$ cat src/rtl/mby_egr_pkg.sv
// Shared egress types and widths for the MIM write path.
// Request bundle, receiver FSM states and default FIFO depth.
package mby_egr_pkg;

   localparam int W_SEG_PTR        = 20;
   localparam int W_SEMA           = 2;
   localparam int W_WD_SEL         = 3;
   localparam int W_REQ_ID         = 13;
   localparam int W_WORD_BITS      = 64;
   localparam int W_XACT_CREDITS   = 8;
   localparam int MIM_WR_RCV_DEPTH = 8;

   typedef struct packed {
      logic [W_SEG_PTR-1:0]   seg_ptr;
      logic [W_SEMA-1:0]      sema;
      logic [W_WD_SEL-1:0]    wd_sel;
      logic [W_REQ_ID-1:0]    id;
      logic [W_WORD_BITS-1:0] data;
   } mim_wr_req_t;

   typedef enum logic {
      RCV_INIT,
      RCV_RUN
   } mim_wr_rcv_state_t;

endpackage

$ cat src/rtl/mim_wr_if.sv
// MIM write request channel, egress initiator to MIM responder.
// send: initiator side; receive: responder side (returns credits).
interface mim_wr_if;
   import mby_egr_pkg::*;

   logic                      valid;
   logic [W_SEG_PTR-1:0]      seg_ptr;
   logic [W_SEMA-1:0]         sema;
   logic [W_WD_SEL-1:0]       wd_sel;
   logic [W_REQ_ID-1:0]       id;
   logic [W_WORD_BITS-1:0]    data;
   logic [W_XACT_CREDITS-1:0] mim_wreq_credits;

   modport send (
      output valid, seg_ptr, sema, wd_sel, id, data,
      input  mim_wreq_credits
   );

   modport receive (
      input  valid, seg_ptr, sema, wd_sel, id, data,
      output mim_wreq_credits
   );

endinterface

$ cat src/rtl/mby_mim_wr_fifo.sv
// Generic DEPTH x W synchronous flop FIFO; head read from the array.
// Ports: cclk, rst_n, push, pop, din, dout, occ, full, empty.
module mby_mim_wr_fifo
   import mby_egr_pkg::*;
#(
   parameter int DEPTH = MIM_WR_RCV_DEPTH,
   parameter int W     = $bits(mim_wr_req_t)
) (
   input  logic                       cclk,
   input  logic                       rst_n,
   input  logic                       push,
   input  logic                       pop,
   input  logic [W-1:0]               din,
   output logic [W-1:0]               dout,
   output logic [$clog2(DEPTH+1)-1:0] occ,
   output logic                       full,
   output logic                       empty
);

   localparam int AW = $clog2(DEPTH);
   localparam int OW = $clog2(DEPTH+1);

   logic [W-1:0]  mem [DEPTH];
   logic [AW-1:0] wr_ptr;
   logic [AW-1:0] rd_ptr;
   logic          do_push;
   logic          do_pop;

   assign full    = (occ == OW'(DEPTH));
   assign empty   = (occ == '0);
   // A push into a full FIFO is dropped even if the head pops this cycle.
   assign do_push = push && !full;
   assign do_pop  = pop && !empty;
   // Head reads as zero when empty so a reset clears the visible request.
   assign dout    = empty ? '0 : mem[rd_ptr];

   always_ff @(posedge cclk or negedge rst_n) begin
      if (!rst_n) begin
         wr_ptr <= '0;
         rd_ptr <= '0;
         occ    <= '0;
      end else begin
         if (do_push) wr_ptr <= wr_ptr + 1'b1;
         if (do_pop)  rd_ptr <= rd_ptr + 1'b1;
         case ({do_push, do_pop})
            2'b10:   occ <= occ + 1'b1;
            2'b01:   occ <= occ - 1'b1;
            default: occ <= occ;
         endcase
      end
   end

   always_ff @(posedge cclk) begin
      if (do_push) mem[wr_ptr] <= din;
   end

endmodule

$ cat src/rtl/mby_mim_wr_rcv.sv
// MIM write responder: buffers requests, drains to MIM, returns credits.
// Ports: cclk, rst_n, wr_if(receive), mem_wr_*, fifo_occ, ovfl_err.
module mby_mim_wr_rcv
   import mby_egr_pkg::*;
#(
   parameter int DEPTH = MIM_WR_RCV_DEPTH
) (
   input  logic                       cclk,
   input  logic                       rst_n,
   mim_wr_if.receive                  wr_if,
   output logic                       mem_wr_valid,
   output mim_wr_req_t                mem_wr_req,
   input  logic                       mem_wr_ready,
   output logic [$clog2(DEPTH+1)-1:0] fifo_occ,
   output logic                       ovfl_err
);

   localparam int OW = $clog2(DEPTH+1);
   localparam int CW = W_XACT_CREDITS;
   localparam int RW = $bits(mim_wr_req_t);

   if (CW < OW) begin : g_cred_w_chk
      $error("W_XACT_CREDITS too narrow for DEPTH");
   end

   if (DEPTH < 2 || DEPTH > 64 || (DEPTH & (DEPTH-1)) != 0) begin : g_depth_chk
      $error("DEPTH must be a power of two in 2..64");
   end

   mim_wr_rcv_state_t state;
   logic [CW-1:0]     credits_q;
   logic [RW-1:0]     req_in;
   logic [RW-1:0]     fifo_dout;
   logic              full;
   logic              empty;
   logic              pop_fire;

   assign req_in = {wr_if.seg_ptr, wr_if.sema, wr_if.wd_sel,
                    wr_if.id, wr_if.data};

   mby_mim_wr_fifo #(
      .DEPTH (DEPTH),
      .W     (RW)
   ) u_fifo (
      .cclk  (cclk),
      .rst_n (rst_n),
      .push  (wr_if.valid),
      .pop   (mem_wr_ready),
      .din   (req_in),
      .dout  (fifo_dout),
      .occ   (fifo_occ),
      .full  (full),
      .empty (empty)
   );

   assign mem_wr_valid           = !empty;
   assign mem_wr_req             = fifo_dout;
   assign pop_fire               = mem_wr_valid && mem_wr_ready;
   assign wr_if.mim_wreq_credits = credits_q;

   // INIT grants the full depth once; RUN returns one credit per pop.
   always_ff @(posedge cclk or negedge rst_n) begin
      if (!rst_n) begin
         state     <= RCV_INIT;
         credits_q <= '0;
         ovfl_err  <= 1'b0;
      end else begin
         unique case (state)
            RCV_INIT: begin
               credits_q <= CW'(DEPTH);
               state     <= RCV_RUN;
            end
            RCV_RUN: begin
               credits_q <= CW'(pop_fire);
            end
         endcase
         if (wr_if.valid && full) ovfl_err <= 1'b1;
      end
   end

   // Credits held here plus entries queued can never exceed the grant.
   a_credit_bal: assert property (@(posedge cclk) disable iff (!rst_n)
      (int'(fifo_occ) + int'(credits_q)) <= DEPTH);

   a_req_stable: assert property (@(posedge cclk) disable iff (!rst_n)
      (mem_wr_valid && !mem_wr_ready) |=> $stable(mem_wr_req));

   a_valid_known: assert property (@(posedge cclk)
      rst_n |-> !$isunknown(mem_wr_valid));

endmodule

$ cat src/flat_wrapper.sv
// flat-port wrapper written by rule: the top's interface ports become plain ports
module mby_mim_wr_rcv_flat import mby_egr_pkg::*;
#(
   parameter int DEPTH = MIM_WR_RCV_DEPTH
)
  (cclk, rst_n, mem_wr_valid, mem_wr_req, mem_wr_ready, fifo_occ, ovfl_err, wr_if_valid, wr_if_seg_ptr, wr_if_sema, wr_if_wd_sel, wr_if_id, wr_if_data, wr_if_mim_wreq_credits);
  mim_wr_if wr_if_i ();
  input  logic cclk;
  input  logic rst_n;
  output logic mem_wr_valid;
  output mim_wr_req_t mem_wr_req;
  input  logic mem_wr_ready;
  output logic [$clog2(DEPTH+1)-1:0] fifo_occ;
  output logic ovfl_err;
  input wire logic [$bits(wr_if_i.valid)-1:0] wr_if_valid;
  input wire logic [$bits(wr_if_i.seg_ptr)-1:0] wr_if_seg_ptr;
  input wire logic [$bits(wr_if_i.sema)-1:0] wr_if_sema;
  input wire logic [$bits(wr_if_i.wd_sel)-1:0] wr_if_wd_sel;
  input wire logic [$bits(wr_if_i.id)-1:0] wr_if_id;
  input wire logic [$bits(wr_if_i.data)-1:0] wr_if_data;
  output wire logic [$bits(wr_if_i.mim_wreq_credits)-1:0] wr_if_mim_wreq_credits;
  assign wr_if_i.valid = wr_if_valid;
  assign wr_if_i.seg_ptr = wr_if_seg_ptr;
  assign wr_if_i.sema = wr_if_sema;
  assign wr_if_i.wd_sel = wr_if_wd_sel;
  assign wr_if_i.id = wr_if_id;
  assign wr_if_i.data = wr_if_data;
  assign wr_if_mim_wreq_credits = wr_if_i.mim_wreq_credits;
  mby_mim_wr_rcv #(.DEPTH(DEPTH)) u_core (.cclk(cclk), .rst_n(rst_n), .wr_if(wr_if_i), .mem_wr_valid(mem_wr_valid), .mem_wr_req(mem_wr_req), .mem_wr_ready(mem_wr_ready), .fifo_occ(fifo_occ), .ovfl_err(ovfl_err));
endmodule
$ cat config.mk
export PLATFORM = sky130hd
export DESIGN_NAME = mby_mim_wr_rcv_flat
export DESIGN_NICKNAME = d
export VERILOG_FILES = /design/src/rtl/mby_egr_pkg.sv /design/src/rtl/mim_wr_if.sv /design/src/rtl/mby_mim_wr_fifo.sv /design/src/rtl/mby_mim_wr_rcv.sv /design/src/flat_wrapper.sv
export SDC_FILE = /design/constraint.sdc
export NUM_CORES = 1
export LEC_CHECK = 0
export ABC_CLOCK_PERIOD_IN_PS = 12980
export CORE_MARGIN = 10
export CORE_UTILIZATION = 60
export CTS_CLUSTER_SIZE = 10
export DETAILED_ROUTE_END_ITERATION = 10
export HOLD_SLACK_MARGIN = 0.02
export PLACE_DENSITY = 0.81
export REMOVE_ABC_BUFFERS = 1
export SLEW_MARGIN = 20
export SYNTH_ARGS = -nofsm -noshare
export SYNTH_HDL_FRONTEND = slang
export SYNTH_HIERARCHICAL = 1
export SYNTH_SLANG_ARGS = --single-unit
$ cat constraint.sdc
create_clock -name cclk -period 12.98 [get_ports cclk]
set_clock_uncertainty 0.1 [all_clocks]
set_input_delay 1.298 -clock cclk [delete_from_list [all_inputs] [get_ports cclk]]
set_output_delay 1.298 -clock cclk [all_outputs]
set_load 0.05 [all_outputs]
; Yosys cells after proc, flatten, opt, wreduce, memory -nomap -nowiden
; Memories as Yosys holds them, arrays and structs flattened.
; Index checks and enable logic that the tools add are counted.
; W data, S select, Z words.
[classes]
multipliers = 0
div_mod_pow = 0
order_cmp = 0
n_addsub = 4
n_eq_ne = 3
muxes = 5
n_reduce_logical = 7
shift = 0
bitwise_logic = 1
[op_table]
columns = operator, n
row1 = $mux W102, 1
row2 = $pmux W8 S2, 1
row3 = $pmux W4 S2, 1
row4 = $add A3 B1 Y3 const B, 2
row5 = $add A4 B1 Y4 const B, 1
row6 = $eq A4 B4 Y1 const B, 1
row7 = $logic_not A4 Y1, 1
row8 = $sub A4 B1 Y4 const B, 1
row9 = $logic_and A1 B1 Y1, 3
row10 = $eq A2 B1 Y1 const B, 1
row11 = $eq A2 B2 Y1 const B, 1
row12 = $logic_not A1 Y1, 2
row13 = $mux W1, 2
row14 = $reduce_bool A2 Y1, 1
row15 = $not A1 Y1, 1
[totals]
latchBits = 0
output_inout_bits = 116
mem_bits_ro = 0
memories = 1
word_cells = 27
register_bits = 20
input_bits = 106
ram_bits = 816
[mem_list]
columns = name, words, width, rd, rd_ports_with_merged_regs, write_ports, line_no
row1 = u_core.u_fifo.mem, 8, 102, 1, 0, 1, mby_mim_wr_fifo.sv:23  ; logic [W-1:0] mem [DEPTH];

; Depth between registers and ports, before layout
; Gate-level depths: netlist of run 1.
[depth]
word_depth = 5
ltp_mapped = 11
mapped_depth_nobuf = 10

; By module
; The synthesis of run 1 kept the hierarchy.
[modules_own_cells]
columns = module, seq_area_each_um2, instances, area_per_inst_um2, cells_each
row1 = mby_mim_wr_fifo, 24753.7, 1, 31536.5, 1354
row2 = mby_mim_wr_rcv, 100.1, 1, 176.4, 16

; Least setup slack after synthesis of run 1
; OpenSTA, ideal clock, no wires.
[synth_timing]
kind = input -> register
from = input wr_if_valid
to = memory u_core/u_fifo/mem[0][0] in the netlist's numbering (enable)
required_time_ns = 12.192
setup_slack_ns = 3.546
setup_time_ns = 0.688
n_path_buf = 0
path_stages = 3
arrival_ns = 8.647
path_cell_list = a21boi_1 > nand2b_1 > nor3_1
[synth_between]
elab_chain_len = 3
[synth_lines]
columns = item, line_no
row1 = from (decl), flat_wrapper.sv:15  ; input wire logic [$bits(wr_if_i.valid)-1:0] wr_if_valid;
row2 = $logic_and A1 B1 Y1, mby_mim_wr_fifo.sv:32  ; assign do_push = push && !full;
row3 = $mux W1, mby_mim_wr_fifo.sv:54  ; if (do_push) mem[wr_ptr] <= din;
row4 = $mux W1 (not written as such), mby_mim_wr_fifo.sv:54
row5 = to (decl), mby_mim_wr_fifo.sv:23
; Every way passes these cells.

==> qor.log, run 1 <==
INFO  place          dpl.hpwl=34030um
INFO  clock_tree     cts-root-to-sink-buffers=3
INFO  clock_tree     clk_transition_reported_paths=0.05ns
INFO  synth          yosysWarnings=6
INFO  status         result_of_the_run=finished, final reports clean
INFO  setup_path     cp_data_arrival_time=4.80ns
INFO  clock_tree     tritoncts_num_sinks=830
INFO  drt            drt_pre_antenna_iters=5
INFO  global_route   grt_first_pass_wirelength=99630um
INFO  global_route   globalRouteTotalUtil=0.2111
INFO  drt            wirelength=65230um
INFO  worst_hold_path hold_path_class=register to register
INFO  clock_tree     cts_inserted_buffers=93
INFO  sta            setup_viol=0
INFO  global_route   grt_antenna_before_repair=11
INFO  floorplan      design.core.area=0.05245mm^2
INFO  clock_tree     ctsRootBufferMaster=clkbuf_16
INFO  floorplan      die_w=249.9um
INFO  global_route   gr-total-overflow=0
INFO  place          io_buffers=215
INFO  finish         area_growth_from_synthesis_to_layout=16.74%
INFO  clock_tree     tritoncts=yes
INFO  flow_run       timing.max_cap.violations=0
INFO  synth          syn-cell-area=0.03171mm^2
INFO  finish         layout_cell_share_with_drive_strength_beyond_1=0.2061
INFO  drt            via_per_inst=6.213
INFO  setup_path     critical_path.n_buffers_inverters=4
INFO  global_route   grt_pass1_vias=15820
INFO  synth          postSynthCellCount=1370
INFO  drt            via_count=14550
INFO  floorplan      die-area=0.06245mm^2
INFO  clock_tree     post-cts-setup-buffers=0
INFO  floorplan      die_y_extent=249.9um
INFO  clock_tree     insertion_delay=0.62ns
INFO  floorplan      boundary_pins=222
INFO  drt            remaining_drc_errors=0
INFO  pwr            power.static_leakage=12.07nW
INFO  floorplan      rows=84
INFO  pwr            ir_worst_vdd=0.2309mV
INFO  finish         stdcell_area=0.03702mm^2
INFO  setup_path     worst_path_largest_cell_delay=0.80ns
INFO  place          gp_congestion=0.7071
INFO  sta            period_minus_slack=6.199ns
INFO  sta            final.hold.worst_slack=0.3100ns
INFO  sta            rsz0062_at_grt=no
INFO  clock_tree     cts-htree-levels=3
INFO  sta            worst_pin_slew=1.085ns
INFO  drt            first_iter_violations=1272
INFO  synth          synth-seq-area-share=0.7837
INFO  setup_path     worst_path_cell_chain=buf_12 -> buf_16 -> buf_6 -> mux4_2 -> mux2i_1 -> nor2_1 -> clkdlybuf4s50_1
INFO  finish         fill_cells=2960
INFO  setup_path     critPathMaxFanout=65
INFO  synth          postSynth.topFlopCell=edfxtp_1
INFO  clock_tree     cts.hold.buffers_added=0
INFO  setup_path     critical_path.endpoint_type=output pin
INFO  floorplan      initial_utilization=0.6047
INFO  drt            avgRoutedWirePerCell=27.85um
INFO  sta            timing.final.crit_share=0.4776
INFO  sta            number_of_max_slew_violations_in_the_final_report=0
INFO  setup_path     timing.critical_path.from_type=register
INFO  synth          synth.ff_latch_count=830
INFO  synth          postSynthAreaPerCell=23.15um^2
INFO  drt            final_antenna_net_count=0
INFO  synth          number_of_flops_mapped_to_enable_cells_by_yosys=816
INFO  sta            final-hold-violation-count=0
INFO  setup_path     criticalPathCategory=register to output pin
INFO  sta            fin_setup_tns=0ns
INFO  setup_path     cpLargestDelayFamily=buffers and inverters
INFO  place          post_dp_cell_area=0.03452mm^2
INFO  setup_path     critical-path-slowest-cell=dfrtp_4
INFO  global_route   grt_max_degree=126
INFO  sta            worst_slew_margin_rel=0.2765
INFO  pwr            power-per-cell-area=258.0mW/mm^2
INFO  setup_path     cp_data_required_time=11.58ns
INFO  sta            fmax=161.3MHz
INFO  synth          async_flop_share=0.01687
INFO  clock_tree     post_cts_repair_resize_count=0
INFO  synth          synth_cell_type_count=30
INFO  finish         finalNetCount=1746
[cells in the final DEF, fill, tap and decap left out, types with 2 or more instances in the layout]
cell type	count
edfxtp_1	816
clkdlybuf4s50_1	215
mux4_2	204
nor2_1	104
mux2i_1	102
clkbuf_16	95
buf_4	22
clkbuf_1	12
dfrtp_1	11
nand2_1	9
conb_1	7
nor2_4	6
xor2_1	5
ha_1	5
diode_2	4
nand2b_1	4
inv_1	3
xnor2_1	3
dfrtp_4	3
nor3_2	2
a21oi_1	2
buf_12	2
[synthesized netlist by cell type (all sizes together), types with 2 or more instances]
library cell	count	area share
dfrtp	14	0.011
mux2i	102	0.032
clkbuf	20	0.0024
xnor2	3	0.00083
inv	3	0.00036
mux4	204	0.14
conb	2	0.00024
buf	56	0.013
nand2	9	0.0011
edfxtp	816	0.77
nor3	3	0.00047
mux2	2	0.00071
xor2	5	0.0014
ha	5	0.0020
nand2b	4	0.00079
nor2	110	0.013
a21oi	2	0.00032
[where the power goes]
group | leakage, nW | internal, W | switching, W
Combinational | 3.30 | 0.00143 | 0.00236
Sequential | 7.57 | 0.00337 | 0.000178
Clock | 1.19 | 0.00129 | 0.000918
[kinds of logic after synthesis]
logic type / Yosys count / synth area share
AO/OA/AOI/OAI: 6 / 0.001342
AND/OR/NAND/NOR: 132 / 0.01716
buffers and inverters: 79 / 0.01558
adder cells (fa/ha/maj): 5 / 0.001973
flip-flops: 830 / 0.7837
XOR/XNOR: 8 / 0.002210
other: 2 / 0.0002368
multiplexers: 308 / 0.1778
[worst paths after layout]
check | from | end | slack (ns) | cells past startpoint
max | u_core/u_fifo/rd_ptr[0] | mem_wr_req[18] | 6.78 | 7
min | u_core/state | u_core/wr_if.mim_wreq_credits[3] | 0.31 | 1
max reg2reg | u_core/u_fifo/occ[1] | u_core/u_fifo/mem[7][0] | 8.90 | 6
min reg2reg | u_core/state | u_core/wr_if.mim_wreq_credits[3] | 0.31 | 1
max in group asynchronous | rst_n | u_core/u_fifo/rd_ptr[1] | 11.24 | 1
min in group asynchronous | rst_n | u_core/u_fifo/wr_ptr[0] | 1.01 | 1
[registers in the layout, indices dropped and copies added, names as in the netlist]
| signal | cells |
|---|---|
| u_core/u_fifo/mem | 816 |
| u_core/u_fifo/occ | 4 |
| u_core/u_fifo/rd_ptr | 3 |
| u_core/u_fifo/wr_ptr | 3 |
| u_core/wr_if.mim_wreq_credits | 2 |
| u_core/ovfl_err | 1 |
| u_core/state | 1 |
[layer usage]
metal | share of wire | global-route usage
met2 | 0.52 | 0.3556
met5 | 0.0014 | 0
met1 | 0.39 | 0.2707
met4 | 0.024 | 0.06961
met3 | 0.068 | 0.04569
[cell type report]
class	instances	area (um^2)	share of cell area
inverters	3	11.26	0.0003042
clock inverters	3	17.52	0.0004731
repair buffers	241	2396	0.06472
diodes	4	10.01	0.0002704
clock buffers	107	2422	0.06543
well taps	688	860.8	0.02325
multi-input cells	466	6439	0.1739
flip-flops and latches	830	24870	0.6716
[through the flow]
step                setup WS [ns]    util  std cells  total power, W
floorplan                   2.212       -       1299        0.006629
global placement            7.172  0.6582       2226        0.007357
detailed placement          7.123  0.6582       2226        0.007415
CTS                         6.439  0.7047       2336        0.009649
global route                6.361  0.7058       2340        0.009933
finish                      6.781  0.7059       2342        0.009550
No activity file was read; power rests on OpenSTA's default activity.
==> run 2: changes to the inputs <==
--- a/config.mk
+++ b/config.mk
@@ -5,13 +5,13 @@
 export SDC_FILE = /design/constraint.sdc
 export NUM_CORES = 1
 export LEC_CHECK = 0
-export ABC_CLOCK_PERIOD_IN_PS = 12980
+export ABC_CLOCK_PERIOD_IN_PS = 5700
 export CORE_MARGIN = 10
-export CORE_UTILIZATION = 60
+export CORE_UTILIZATION = 53
 export CTS_CLUSTER_SIZE = 10
 export DETAILED_ROUTE_END_ITERATION = 10
 export HOLD_SLACK_MARGIN = 0.02
-export PLACE_DENSITY = 0.81
+export PLACE_DENSITY = 0.76
 export REMOVE_ABC_BUFFERS = 1
 export SLEW_MARGIN = 20
 export SYNTH_ARGS = -nofsm -noshare
==> constraint.sdc (replaced) <==
create_clock -name cclk -period 5.7 [get_ports cclk]
set_clock_uncertainty 0.1 [all_clocks]
set_input_delay 0.57 -clock cclk [delete_from_list [all_inputs] [get_ports cclk]]
set_output_delay 0.57 -clock cclk [all_outputs]
set_load 0.05 [all_outputs]
==> run 2 against run 1 <==
Against the previous run:
- clock power rose by 130%
- critical endpoint is now mem_wr_req[82]
- sequential share of layout area fell by 0.69 points
- final cell count up 4.7%
- via count is 0.34% lower
==> qor.log, run 2 (synthesis gave the netlist of run 1 again) <==
INFO  setup_path     setup.reg_to_reg.worst_slack=2.24ns
INFO  setup_path     crit_start=u_core/u_fifo/rd_ptr[0]
INFO  setup_path     critPathMaxFanout=45
INFO  setup_path     regToRegEndpoint=u_core/u_fifo/occ[2]
INFO  sta            rsz0062_at_grt=no
INFO  clock_tree     post_cts_repair_resize_count=0
INFO  setup_path     worst_path_largest_cell_delay=1.03ns
INFO  finish         area_growth_from_synthesis_to_layout=17.96%
INFO  finish         stdcell_area=0.03741mm^2
INFO  clock_tree     tritoncts_num_sinks=830
INFO  place          gp_congestion=0.7115
INFO  pwr            power-per-cell-area=586.7mW/mm^2
INFO  finish         final_cell_mix=edfxtp_1, clkdlybuf4s50_1, mux4_2
INFO  sta            period_minus_slack=4.432ns
INFO  drt            first_iter_violations=1080
INFO  global_route   grt_pass1_vias=15870
INFO  sta            worst_slew_margin_rel=0.3342
INFO  clock_tree     cts_inserted_buffers=94
INFO  global_route   grt_max_degree=97
INFO  setup_path     critical_path.n_buffers_inverters=2
INFO  drt            via_per_inst=5.911
INFO  sta            fmax=225.6MHz
INFO  floorplan      die_w=264.6um
INFO  place          io_buffers=215
INFO  drt            remaining_drc_errors=0
INFO  clock_tree     cts-root-to-sink-buffers=3
INFO  floorplan      die_y_extent=264.6um
INFO  worst_hold_path hold_path_class=input pin to asynchronous set/reset pin
INFO  finish         largest_register=u_core/u_fifo/mem
INFO  setup_path     critical-path-slowest-cell=dfrtp_4
INFO  setup_path     critical_path.endpoint_type=output pin
INFO  setup_path     timing.critical_path.from_type=register
INFO  status         result_of_the_run=finished, final reports clean
INFO  finish         largest_register_ffs=816
INFO  drt            drt_pre_antenna_iters=5
INFO  global_route   grt_antenna_before_repair=12
INFO  finish         fill_cells=3860
INFO  setup_path     criticalPathCategory=register to output pin
INFO  sta            final-hold-violation-count=0
INFO  drt            via_count=14500
INFO  setup_path     cp_data_arrival_time=3.76ns
INFO  clock_tree     ctsRootBufferMaster=clkbuf_16
INFO  place          dpl.hpwl=35490um
INFO  global_route   grt_first_pass_wirelength=99580um
INFO  place          post_dp_cell_area=0.03485mm^2
INFO  clock_tree     insertion_delay=0.63ns
INFO  sta            worst_pin_slew=0.9987ns
INFO  global_route   gr-total-overflow=0
INFO  clock_tree     post-cts-setup-buffers=0
INFO  floorplan      die-area=0.07002mm^2
INFO  drt            avgRoutedWirePerCell=26.49um
INFO  floorplan      rows=89
INFO  sta            setup_viol=0
INFO  drt            final_antenna_net_count=0
INFO  pwr            ir_worst_vdd=0.5138mV
INFO  floorplan      initial_utilization=0.5363
INFO  floorplan      boundary_pins=222
INFO  clock_tree     tritoncts=yes
INFO  clock_tree     cts.hold.buffers_added=0
INFO  sta            fin_setup_tns=0ns
INFO  sta            timing.final.ws_setup=1.268ns
INFO  setup_path     cpLargestDelayFamily=buffers and inverters
INFO  setup_path     worst_path_cell_chain=buf_4 -> mux4_2 -> mux2i_1 -> nor2_1 -> clkdlybuf4s50_1
INFO  global_route   globalRouteTotalUtil=0.1879
INFO  sta            number_of_max_slew_violations_in_the_final_report=0
INFO  setup_path     depth_of_the_worst_register_to_register_path=10
INFO  sta            timing.final.crit_share=0.7776
INFO  drt            wirelength=64990um
INFO  setup_path     cp_data_required_time=5.03ns
INFO  setup_path     r2r_start=u_core/u_fifo/occ[2]
INFO  flow_run       timing.max_cap.violations=0
INFO  finish         sequential_cell_area=0.02487mm^2
INFO  finish         multi_input_area=0.006439mm^2
INFO  finish         layout_cell_share_with_drive_strength_beyond_1=0.2106
INFO  finish         finalNetCount=1756
INFO  place          pre_cts_ws=1.838ns
INFO  clock_tree     clk_transition_reported_paths=0.06ns
INFO  finish         mostFrequentLayoutCell=edfxtp_1
INFO  floorplan      design.core.area=0.05913mm^2
INFO  pwr            power.static_leakage=12.18nW
INFO  clock_tree     cts-htree-levels=3
INFO  finish         reg.largest.list=u_core/u_fifo/mem x816, u_core/u_fifo/occ x4
==> run 2: worst max path at each step <==
stage	endpoint	slack [ns]	cells after the start
floorplan	mem_wr_req[0]	-4.34	3
global placement	mem_wr_req[63]	1.84	5
detailed placement	mem_wr_req[63]	1.84	5
CTS	mem_wr_req[63]	1.14	5
global route	mem_wr_req[81]	1.04	5
finish	mem_wr_req[82]	1.27	5
==> run 2: layer usage <==
layer  part of all wire  vias up  GRT usage
met2               0.51      468     0.3135
li1                   -     6216          -
met1               0.40     7695     0.2419
met4              0.021       16    0.05793
met3              0.070      105    0.04675
met5             0.0016        -          0
==> run 2: report_power, final <==
part / total (W) / switching, W / leakage [nW] / internal (W)
registers: 0.00814 / 0.000482 / 7.57 / 0.00766
logic: 0.00864 / 0.00530 / 3.38 / 0.00333
clock network: 0.00517 / 0.00215 / 1.24 / 0.00302
==> run 2: cell type report <==
type,count,share of cell area
sequential,830,0.6647
multi-input combinational,466,0.1721
timing repair buffer,250,0.06857
clock buffer,121,0.06673
tap,773,0.02585
clock inverter,6,0.001472
inverter,3,0.0003010
antenna,4,0.0002676
==> run 2: per-stage QoR <==
stage	cells	total power (W)	hold slack [ns]	utilization
after floorplan	1299	0.01452	0.1744	-
after global placement	2322	0.01691	0.2901	0.5893
after detailed placement	2322	0.01702	0.3106	0.5893
after CTS	2449	0.02224	0.2255	0.6325
after global routing	2452	0.02287	0.2781	0.6326
final	2453	0.02195	0.2453	0.6326
==> run 3: changes to the inputs <==
--- a/config.mk
+++ b/config.mk
@@ -5,7 +5,7 @@
 export SDC_FILE = /design/constraint.sdc
 export NUM_CORES = 1
 export LEC_CHECK = 0
-export ABC_CLOCK_PERIOD_IN_PS = 5700
+export ABC_CLOCK_PERIOD_IN_PS = 3800
 export CORE_MARGIN = 10
 export CORE_UTILIZATION = 53
 export CTS_CLUSTER_SIZE = 10
==> constraint.sdc (replaced) <==
create_clock -name cclk -period 3.8 [get_ports cclk]
set_clock_uncertainty 0.1 [all_clocks]
set_input_delay 0.38 -clock cclk [delete_from_list [all_inputs] [get_ports cclk]]
set_output_delay 0.38 -clock cclk [all_outputs]
set_load 0.05 [all_outputs]
==> run 3 against run 2 <==
Against the previous run:
- sequential cell count unchanged
- worst hold slack got worse by 0.17 ns
- combinational power grew 56%
- non-clock buffer count grew 29
- sequential power increased by 47%
- count of clock-buffer cells in the layout down 2
- first-iteration DRC count is 1.9% lower
- die area unchanged
- final area rose by 1.6%
- utilization up 0.99 points
- critical path type unchanged
==> qor.log, run 3 (synthesis gave the netlist of run 1 again) <==
INFO  drt            avgRoutedWirePerCell=26.29um
INFO  finish         area_growth_from_synthesis_to_layout=19.80%
INFO  finish         stdcell_area=0.03799mm^2
INFO  sta            setup_viol=0
INFO  clock_tree     insertion_delay=0.63ns
INFO  setup_path     cpLargestDelayFamily=buffers and inverters
INFO  drt            via_per_inst=5.901
INFO  floorplan      die_y_extent=264.6um
INFO  floorplan      initial_utilization=0.5363
INFO  place          pre_cts_ws=0.5786ns
INFO  setup_path     critical_path.endpoint_type=output pin
INFO  sta            final-hold-violation-count=0
INFO  finish         layoutNonFillerInstCount=2481
INFO  setup_path     cp_data_arrival_time=3.18ns
INFO  clock_tree     tritoncts_num_sinks=830
INFO  place          dpl.hpwl=37250um
INFO  finish         reg.largest.list=u_core/u_fifo/mem x816, u_core/u_fifo/occ x4
INFO  clock_tree     cts-root-to-sink-buffers=3
INFO  clock_tree     cts.hold.buffers_added=0
INFO  floorplan      die_w=264.6um
INFO  drt            first_iter_violations=1059
INFO  place          io_buffers=215
INFO  place          numPlacedInstances=2350
INFO  setup_path     crit_start=u_core/u_fifo/rd_ptr[0]
INFO  setup_path     criticalPathCategory=register to output pin
INFO  setup_path     regToRegEndpoint=u_core/u_fifo/mem[6][53]
INFO  clock_tree     clk_transition_reported_paths=0.06ns
INFO  setup_path     critical-path-slowest-cell=clkdlybuf4s50_1
INFO  finish         post-route-util=0.6425
INFO  pwr            power.switching_fraction=0.3593
INFO  sta            timing.final.ws_setup=0.1410ns
INFO  setup_path     depth_of_the_worst_register_to_register_path=5
INFO  floorplan      die-area=0.07002mm^2
INFO  status         result_of_the_run=finished, final reports clean
INFO  pwr            power-per-cell-area=872.4mW/mm^2
INFO  sta            period_minus_slack=3.659ns
INFO  finish         largest_register_ffs=816
INFO  setup_path     critPathMaxFanout=23
INFO  finish         finalNetCount=1784
INFO  setup_path     critical_path.n_buffers_inverters=3
INFO  finish         largest_register=u_core/u_fifo/mem
INFO  clock_tree     cts-htree-levels=3
INFO  place          gp_congestion=0.7181
INFO  global_route   gr-total-overflow=0
INFO  setup_path     setup.reg_to_reg.worst_slack=0.91ns
INFO  pwr            p_sw=0.01191W
INFO  sta            fmax=273.3MHz
INFO  sta            timing.final.crit_share=0.9629
INFO  finish         layout_cell_share_with_drive_strength_beyond_1=0.2244
INFO  global_route   grt_first_pass_wirelength=99240um
INFO  setup_path     r2r_start=u_core/u_fifo/occ[1]
INFO  flow_run       timing.max_cap.violations=0
INFO  clock_tree     tritoncts=yes
INFO  sta            number_of_max_slew_violations_in_the_final_report=0
INFO  drt            remaining_drc_errors=0
INFO  drt            drt_pre_antenna_iters=5
INFO  sta            fin_setup_tns=0ns
INFO  global_route   globalRouteTotalUtil=0.1878
INFO  place          post_dp_cell_area=0.03538mm^2
INFO  setup_path     timing.critical_path.from_type=register
INFO  drt            via_count=14640
INFO  sta            rsz0062_at_grt=no
INFO  pwr            p_seq_frac=0.361
INFO  pwr            combPwrFrac=0.408
INFO  sta            worst_slew_margin_rel=0.4441
INFO  finish         final_cell_mix=edfxtp_1, mux4_2, clkdlybuf4s50_1
INFO  clock_tree     ctsRootBufferMaster=clkbuf_16
INFO  clock_tree     cts_inserted_buffers=93
INFO  sta            worst_pin_slew=0.8319ns
INFO  floorplan      design.core.area=0.05913mm^2
INFO  worst_hold_path hold_path_class=input pin to asynchronous set/reset pin
INFO  setup_path     cp_data_required_time=3.32ns
INFO  drt            wirelength=65220um
INFO  global_route   grt_antenna_before_repair=10
INFO  floorplan      boundary_pins=222
INFO  pwr            ir_worst_vdd=0.6161mV
INFO  drt            final_antenna_net_count=0
INFO  setup_path     worst_path_cell_chain=buf_12 -> buf_4 -> mux4_2 -> mux2i_1 -> nor2_1 -> clkdlybuf4s50_1
INFO  pwr            pwr-share-clk=0.232
INFO  floorplan      rows=89
INFO  global_route   grt_pass1_vias=15930
INFO  setup_path     worst_path_largest_cell_delay=0.73ns
INFO  finish         mostFrequentLayoutCell=edfxtp_1
INFO  pwr            p_int=0.02124W
INFO  pwr            power.static_leakage=12.62nW
INFO  global_route   grt_max_degree=82
-- run 3: cell types whose count changed in the layout (fill, tap and decap cells not counted), sizes merged --
cell	delta
buf	+29
clkbuf	-2
clkdlybuf4s50	-33
clkinv	-1
diode	+2
dlygate4sd2	+16
dlymetal6s2s	+17
-- run 3: timing repair --
| item | 4_1_cts | 5_1_grt |
|---|---|---|
| gates cloned | 0 | 0 |
| pin swaps | 0 | 0 |
| buffers inserted | 1 | 0 |
| setup endpoints to repair | 25 | 17 |
| resized for setup | 16 | 17 |
-- run 3: through the flow --
step	hold slack, ns	total power [W]
6_report	0.07561	0.03315
5_1_grt	0.09883	0.03456
4_1_cts	0.06468	0.03361
3_5_place_dp	0.3023	0.02593
3_3_place_gp	0.2938	0.02577
2_1_floorplan	-0.01559	0.02054
-- run 3: worst max-delay path by stage --
stage | endpoint | slack (ns) | cells after the start
global route | mem_wr_req[61] | 0.001 | 6
detailed placement | mem_wr_req[79] | 0.58 | 6
CTS | mem_wr_req[77] | 0.004 | 6
finish | mem_wr_req[65] | 0.14 | 6
floorplan | mem_wr_req[0] | -6.05 | 3
global placement | mem_wr_req[79] | 0.61 | 6
-- run 3: worst reg2reg max path, stage by stage, from the launching register on --
cell      delay [ns]
dfrtp_1         0.52
nor3_1          0.12
a21boi_1        0.39
nand2b_1        0.33
nor2_4          0.71
buf_4           0.39
-- run 3: final cells by class --
class                      count  area (um^2)
antenna                        6        15.01
clock buffer                 119         2499
clock inverter                 5        46.29
fill                        3769        21140
inverter                       3        11.26
multi-input combinational    466         6439
sequential                   830        24870
tap                          773        967.2
timing repair buffer         279         3151
-- run 3: power by group through the flow --
stage / clock [W] / combinational, W / sequential, W
2_1_floorplan: 0 / 0.00764 / 0.0129
3_3_place_gp: 0 / 0.0137 / 0.0121
3_5_place_dp: 0 / 0.0138 / 0.0122
4_1_cts: 0.00787 / 0.0138 / 0.0120
5_1_grt: 0.00822 / 0.0143 / 0.0121
6_report: 0.00768 / 0.0135 / 0.0120
-- run 3: routing by layer --
metal,share of wire,vias to the layer above,routed length [um],GRT usage
met1,0.40,7777,26180,0.2400
met5,0.00080,-,52,0
met2,0.51,454,33500,0.3168
li1,-,6282,-,-
met4,0.023,8,1489,0.06383
met3,0.061,120,4008,0.04120
